`src/rtl/instr_encoder.sv`:
```
// Streaming RV64 instruction assembler: packs opcode/register/immediate fields into a 32-bit word.
// Two-stage valid/ready pipeline; bad requests are dropped with a registered error pulse.
module instr_encoder #(
  parameter int CNT_W = 16
) (
  input  logic             clk,
  input  logic             reset,
  input  logic             in_valid,
  output logic             in_ready,
  input  logic [6:0]       opcode,
  input  logic [2:0]       funct3,
  input  logic [4:0]       rd,
  input  logic [4:0]       rs1,
  input  logic [4:0]       rs2,
  input  logic [63:0]      imm,
  output logic             out_valid,
  input  logic             out_ready,
  output logic [31:0]      instr,
  output logic             err_pulse,
  output logic [1:0]       err_code,
  output logic [CNT_W-1:0] ok_count,
  output logic [CNT_W-1:0] err_count
);

  localparam logic [6:0] OP_IMM    = 7'b0010011;
  localparam logic [6:0] OP_LOAD   = 7'b0000011;
  localparam logic [6:0] OP_JALR   = 7'b1100111;
  localparam logic [6:0] OP_STORE  = 7'b0100011;
  localparam logic [6:0] OP_BRANCH = 7'b1100011;
  localparam logic [6:0] OP_LUI    = 7'b0110111;
  localparam logic [6:0] OP_JAL    = 7'b1101111;

  localparam logic [1:0] ERR_OPCODE = 2'd0;
  localparam logic [1:0] ERR_RANGE  = 2'd1;
  localparam logic [1:0] ERR_ALIGN  = 2'd2;

  logic        s1_valid;
  logic [6:0]  s1_opcode;
  logic [2:0]  s1_funct3;
  logic [4:0]  s1_rd;
  logic [4:0]  s1_rs1;
  logic [4:0]  s1_rs2;
  logic [63:0] s1_imm;

  logic        known_op;
  logic        misalign;
  logic        range_bad;
  logic [31:0] word;
  logic        s1_err;
  logic [1:0]  s1_code;
  logic        s1_adv;

  // An immediate fits a field when every bit above its sign bit copies the sign bit.
  logic sext11, sext12, sext20, sext31;
  assign sext11 = (&s1_imm[63:11]) | ~(|s1_imm[63:11]);
  assign sext12 = (&s1_imm[63:12]) | ~(|s1_imm[63:12]);
  assign sext20 = (&s1_imm[63:20]) | ~(|s1_imm[63:20]);
  assign sext31 = (&s1_imm[63:31]) | ~(|s1_imm[63:31]);

  always_comb begin
    known_op  = 1'b1;
    misalign  = 1'b0;
    range_bad = 1'b0;
    word      = '0;
    case (s1_opcode)
      OP_IMM, OP_LOAD, OP_JALR: begin
        word      = {s1_imm[11:0], s1_rs1, s1_funct3, s1_rd, s1_opcode};
        range_bad = !sext11;
      end
      OP_STORE: begin
        word      = {s1_imm[11:5], s1_rs2, s1_rs1, s1_funct3, s1_imm[4:0], s1_opcode};
        range_bad = !sext11;
      end
      OP_BRANCH: begin
        word      = {s1_imm[12], s1_imm[10:5], s1_rs2, s1_rs1, s1_funct3,
                     s1_imm[4:1], s1_imm[11], s1_opcode};
        range_bad = !sext12;
        misalign  = s1_imm[0];
      end
      OP_LUI: begin
        word      = {s1_imm[31:12], s1_rd, s1_opcode};
        range_bad = !sext31 || (s1_imm[11:0] != 12'd0);
      end
      OP_JAL: begin
        word      = {s1_imm[20], s1_imm[10:1], s1_imm[11], s1_imm[19:12], s1_rd, s1_opcode};
        range_bad = !sext20;
        misalign  = s1_imm[0];
      end
      default: known_op = 1'b0;
    endcase
  end

  assign s1_err  = !known_op || misalign || range_bad;
  assign s1_code = !known_op ? ERR_OPCODE : (misalign ? ERR_ALIGN : ERR_RANGE);

  // Errored entries never need S2, so they drain even under backpressure.
  assign s1_adv   = s1_valid && (s1_err || !out_valid || out_ready);
  assign in_ready = !reset && (!s1_valid || s1_adv);

  always_ff @(posedge clk) begin
    if (reset) begin
      s1_valid  <= 1'b0;
      s1_opcode <= '0;
      s1_funct3 <= '0;
      s1_rd     <= '0;
      s1_rs1    <= '0;
      s1_rs2    <= '0;
      s1_imm    <= '0;
    end else if (in_valid && in_ready) begin
      s1_valid  <= 1'b1;
      s1_opcode <= opcode;
      s1_funct3 <= funct3;
      s1_rd     <= rd;
      s1_rs1    <= rs1;
      s1_rs2    <= rs2;
      s1_imm    <= imm;
    end else if (s1_adv) begin
      s1_valid  <= 1'b0;
    end
  end

  always_ff @(posedge clk) begin
    if (reset) begin
      out_valid <= 1'b0;
      instr     <= '0;
      err_pulse <= 1'b0;
      err_code  <= '0;
      ok_count  <= '0;
      err_count <= '0;
    end else begin
      if (s1_adv && !s1_err) begin
        out_valid <= 1'b1;
        instr     <= word;
      end else if (out_valid && out_ready) begin
        out_valid <= 1'b0;
      end
      err_pulse <= s1_adv && s1_err;
      if (s1_adv && s1_err) begin
        err_code <= s1_code;
        if (err_count != '1) err_count <= err_count + CNT_W'(1);
      end
      if (out_valid && out_ready && ok_count != '1) ok_count <= ok_count + CNT_W'(1);
    end
  end

endmodule

```
`config.mk`:
```
export PLATFORM = sky130hd
export DESIGN_NAME = instr_encoder
export DESIGN_NICKNAME = d
export VERILOG_FILES = /design/src/rtl/instr_encoder.sv
export SDC_FILE = /design/constraint.sdc
export NUM_CORES = 1
export LEC_CHECK = 0
export CAP_MARGIN = 25
export CORE_ASPECT_RATIO = 0.75
export CORE_UTILIZATION = 45
export DETAILED_ROUTE_END_ITERATION = 12
export HOLD_SLACK_MARGIN = 0.08
export PLACE_DENSITY = 0.74
export SLEW_MARGIN = 40
export SYNTH_ARGS = -nofsm -noshare
export SYNTH_HDL_FRONTEND = slang
export SYNTH_SLANG_ARGS = --single-unit
export TNS_END_PERCENT = 20
```
`constraint.sdc`:
```
create_clock -name clk -period 8.38 [get_ports clk]
set_input_delay 1.257 -clock clk [delete_from_list [all_inputs] [get_ports clk]]
set_output_delay 1.257 -clock clk [all_outputs]
set_load 0.005 [all_outputs]
```
==> qor.yml, run 1 <==
netlist.area_leader.share: 0.4393
vias: 6293
detail_route.vias_per_cell: 5.624
cts_tree: "done"
stdcell_count: 1119
cts_setup_buffers: 0
gp_congestion: 0.8559
fin_crit_sh: 0.5560
async_reset_ff_frac: 0
fin_area_mm2: 0.009646
die_w_um: 148.1
grt_pass1_vias: 6050
antenna_found_initial: 0
start_util: 0.4669
ios: 162
dpl-instance-area_mm2: 0.008976
final_layout_size_suffix_gt1_frac: 0.1488
clk_pin_slew_ns: 0.06
synth_edf_count: 0
cts_resized: 0
ant_nets: 0
cts_root_buf: "clkbuf_16"
wl_mm: 19.62
routedWlPerCell_um: 17.53
ys_types: 55
htree_levels: 4
area_growth_pct: 33.98
slew_headroom: 0.4830
rrSetupSlack_ns: 4.03
numCtsBuffers: 17
setup_ws_ns: 3.721
antennaDiodeCount: 0
core_area_mm2: 0.01542
clock.fmax_ghz: 0.2146
power_density_mw_per_mm2: 190.3
maxCapViolCount: 0
num_rows: 39
p_leak_nw: 3.509
cp_data_required_time_ns: 7.12
ys_ff_latch: 158
first_pass_iters: 6
rsz0062_at_grt: "false"
grt.overflow.total: 0
critPathKind: "flip-flop to primary output"
synth_top_area_cell: "dfxtp_1"
total_power_mw: 1.836
grt_max_degree: 85
drt_iter0_markers: 445
report.final.slew_viol_count: 0
syn_area_mm2: 0.007199
fin_skew_ns: 0.008941
finalSetupViolations: 0
cp_max_fo: 28
vdd_drop_max_mv: 0.1273
grt_pass1_wl_mm: 31.66
cts.path.max_buffers: 2
tightest_slew_ns: 0.7755
pre_cts_ws_ns: 4.148
period_needed_ns: 4.659
status: "finished, final reports clean"
synth.area.top_cells: "dfxtp_1 44%, mux2_2 13%, nor2b_1 8.3%"
io_buffers: 161
hold_slack_ns: 0.4738
layout.nets: 997
hold_class: "flip-flop to flip-flop"
crit_arrival_ns: 3.40
drc: 0
seq_area_frac_synth: 0.4393
yosys_warnings: 0
dp_hpwl_mm: 13.85
syn_nets: 855
synth_ff_type: "dfxtp_1"
placed_cells: 1088
fin_setup_tns_ns: 0
final_util: 0.6255
die_h_um: 111.5
gr-usage-all-layers: 0.2454
worstSetupEndpointType: "primary output"
critPathLaunchType: "flip-flop"
die_area_mm2: 0.01651
cts_hold_buf: 0
hold_violations: 0
syn_avg_cell_area_um2: 9.473
netlist_instances: 760
clk_latency_ns: 0.44
clkSinkCount: 158
==> synth_stat cells, types with 11 or more instances <==
master	n
or4_1	11
nand4_1	14
mux2_2	84
a22o_1	21
nor3_1	13
nor2_1	37
nand2_1	27
dfxtp_1	158
o21ai_0	30
nor2b_1	96
nand3_1	47
clkbuf_1	35
a21oi_1	44
nor4_1	20
==> placed cells by master (no fill, tap or decap), types with 2 or more instances in the layout <==
cell / n
dfxtp_1: 158
buf_4: 10
a211o_1: 4
or4_1: 11
nor3_4: 2
clkbuf_8: 3
xor2_1: 10
a31oi_1: 3
nand3_1: 47
ha_1: 2
nor3_1: 11
nand4_1: 14
o21ai_0: 30
or2_2: 3
a22o_1: 21
nor4_1: 20
a222oi_1: 4
bufinv_16: 5
o21a_1: 4
and3_1: 10
inv_1: 6
nor2_1: 37
clkdlybuf4s50_1: 160
and2_1: 3
nand2_1: 26
xnor2_1: 5
o31ai_1: 7
nor2b_1: 96
nand2b_1: 4
a21oi_1: 43
a21o_1: 3
mux2_2: 84
mux2_1: 10
or3_1: 7
a211oi_1: 2
clkinvlp_4: 3
clkinv_2: 3
clkbuf_16: 17
nand3b_1: 2
==> state kept, by name, summed over array words and instances (netlist names) <==
signal and flops:
err_code 2, err_count 16, err_pulse 1, instr 32, ok_count 16, out_valid 1
s1_funct3 3, s1_imm 64, s1_opcode 7, s1_rd 5, s1_rs1 5, s1_rs2 5
s1_valid 1
==> worst paths after layout <==
check,from,to,cells past startpoint
max,s1_imm[58],in_ready,8
min,instr[1],instr[1],1
max reg2reg,s1_imm[58],s1_imm[26],10
min reg2reg,instr[1],instr[1],1
==> where the power goes <==
group	internal [mW]	switching, mW
Combinational	0.0951	0.0652
Sequential	0.786	0.0351
Clock	0.548	0.306
==> final cells by class <==
cell class	count	area, um2
multi-input combinational	548	3861
tap	205	256.5
timing repair buffer	171	1688
clock inverter	11	187.7
clock buffer	20	466.7
fill	1315	5774
sequential	158	3163
inverter	6	22.52
==> critical path, cell delays in order, from the launching register on <==
cell	delay (ns)
dfxtp_1	0.32
nor4_1	0.41
nand4_1	0.18
nor4_1	0.43
nand3_1	0.32
a2111oi_4	0.36
buf_4	0.32
a31oi_1	0.12
clkdlybuf4s50_1	0.48
==> per-layer routing <==
layer	up-vias	wire, um	track usage
li1	3037	-	-
met4	0	303	0.07766
met3	21	1188	0.05615
met2	183	8617	0.3706
met1	3052	9508	0.3450
met5	-	0	0
==> cell families after synthesis <==
logic type | share of synthesized area
adders and majority gates | 0.003475
DFF | 0.4393
buffers and inverters | 0.03076
muxes | 0.1484
AOI/OAI and AO/OA | 0.1276
xor gates and xnor gates | 0.01825
and+or+nand+nor | 0.2322
Power figures use the tool's default switching activity.
==> run 2: changes to the inputs <==
Settings changed: PLACE_DENSITY 0.74 to 0.77.
Clock period 8.38 ns to 4.2 ns, I/O delays scaled along.
==> qor.yml, run 2 (synthesis results as in run 1) <==
status: "finished, final reports clean"
routedWlPerCell_um: 17.10  # -2.5%
ant_nets: 0  # unchanged
hold_class: "flip-flop to flip-flop"
slew_headroom: 0.5188  # +0.03578
finalSetupViolations: 0  # unchanged
crit_arrival_ns: 3.11  # -0.29 ns
critPathKind: "flip-flop to primary output"
clock.fmax_ghz: 0.2670
period_needed_ns: 3.745
top_regs: "s1_imm x64, instr x32"
cts_resized: 0  # unchanged
dp_hpwl_mm: 13.75  # -0.75%
layout.nets: 998  # +0.10%
htree_levels: 4  # unchanged
drt_iter0_markers: 522  # +17%
hold_violations: 0  # unchanged
wl_mm: 19.17  # -2.3%
maxCapViolCount: 0  # unchanged
hold_slack_ns: 0.4688  # -0.005008 ns
p_leak_nw: 3.494  # -0.44%
cts_root_buf: "clkbuf_16"
vdd_drop_max_mv: 0.2420  # +90%
startpoint: "s1_imm[31]"
cts_tree: "done"
critPathLaunchType: "flip-flop"
worstSetupEndpointType: "primary output"
reg2reg_depth: 8  # -2
fin_setup_tns_ns: 0  # unchanged
rr_endpoint: "s1_rs2[4]"
grt_pass1_vias: 5752  # -4.9%
start_util: 0.4669  # unchanged
cp_data_required_time_ns: 3.57  # -3.55 ns
endpoint: "in_ready"
layout_commonest_cell: "clkdlybuf4s50_1"
tightest_slew_ns: 0.7124  # -0.06306 ns
clkSinkCount: 158  # unchanged
gr-usage-all-layers: 0.2385  # -0.006928
die_w_um: 148.1  # unchanged
antennaDiodeCount: 0  # unchanged
numCtsBuffers: 17  # unchanged
largest_reg_flops: 64  # unchanged
ios: 162  # unchanged
core_area_mm2: 0.01542  # unchanged
fin_skew_ns: 0.006844  # -0.002097 ns
grt_max_degree: 83  # -2.4%
area_growth_pct: 33.06
grt_pass1_wl_mm: 30.55  # -3.5%
power_density_mw_per_mm2: 359.4  # +89%
cts_hold_buf: 0  # unchanged
grt.overflow.total: 0  # unchanged
rr_startpoint: "s1_imm[31]"
mostFrequentLayoutCells: "160 x clkdlybuf4s50_1, 158 x dfxtp_1, 96 x nor2b_1"
drc: 0  # unchanged
rrSetupSlack_ns: 0.84  # -3.19 ns
rsz0062_at_grt: "false"
gp_congestion: 0.8533  # -0.30%
first_pass_iters: 5  # -1
clk_pin_slew_ns: 0.06  # about the same
io_buffers: 161  # unchanged
clk_latency_ns: 0.42  # -0.02 ns
antenna_found_initial: 0  # unchanged
detail_route.vias_per_cell: 5.567  # -1.0%
cp_max_fo: 4  # -86%
die_area_mm2: 0.01651  # unchanged
report.final.slew_viol_count: 0  # unchanged
num_rows: 39  # unchanged
top_register: "s1_imm"
cts.path.max_buffers: 2  # unchanged
die_h_um: 111.5  # unchanged
vias: 6241  # -0.83%
cts_setup_buffers: 0  # unchanged
fin_crit_sh: 0.8916
final_layout_size_suffix_gt1_frac: 0.1441  # -0.004692
## run 2: cell count changes in the layout (fill, tap and decap cells not counted), sizes merged
cell	before	now
buf	11	12
bufinv	5	2
clkbuf	20	21
clkinv	3	7
clkinvlp	3	2
## run 2: critical path, stage by stage, from the launching register on
cell and delay (ns):
dfxtp_1 0.35, nor4_1 0.41, nand4_1 0.17, nor4_1 0.43, nand3_1 0.29, a2111oi_4 0.42
a31oi_1 0.13, clkdlybuf4s50_1 0.49
## run 2: worst min path at each step
stage | startpoint | end | cells past startpoint
after floorplan | instr[0] | instr[0] | 1
after global routing | instr[7] | instr[7] | 2
after global placement | instr[0] | instr[0] | 1
after detailed placement | instr[24] | instr[24] | 2
after CTS | instr[24] | instr[24] | 2
final | instr[0] | instr[0] | 1
## run 2: power breakdown
| group | leakage (nW) | internal (mW) | switching (mW) |
|---|---|---|---|
| registers | 1.29 | 1.57 | 0.0693 |
| logic | 1.92 | 0.193 | 0.128 |
| clock network | 0.277 | 0.886 | 0.598 |
## run 2: routing by layer
metal | GRT usage | wire length, um | share of wire
met4 | 0.06186 | 252 | 0.013
met2 | 0.3637 | 8663 | 0.45
met3 | 0.06230 | 1226 | 0.064
met1 | 0.3327 | 9023 | 0.47
met5 | 0 | 0 | 0
## run 2: metrics by stage
| stage | instance area, um2 | total power, mW | util | worst slack, ns | instances |
|---|---|---|---|---|---|
| 3_3_place_gp | 9007 | 1.979 | 0.5841 | 0.8932 | 1089 |
| 5_1_grt | 9579 | 3.577 | 0.6212 | 0.1907 | 1121 |
| 3_5_place_dp | 9007 | 1.985 | 0.5841 | 0.8706 | 1089 |
| 4_1_cts | 9575 | 3.464 | 0.6210 | 0.4082 | 1121 |
| 6_report | 9579 | 3.443 | 0.6212 | 0.4552 | 1121 |
| 2_1_floorplan | 7199 | 1.829 | - | 0.9080 | 760 |
## run 2: area by class of cell
type	instances	area [um2]
multi-input combinational	548	3836
fill	1299	5841
timing repair buffer	172	1733
clock inverter	11	117.6
clock buffer	21	450.4
sequential	158	3163
tap	205	256.5
inverter	6	22.52
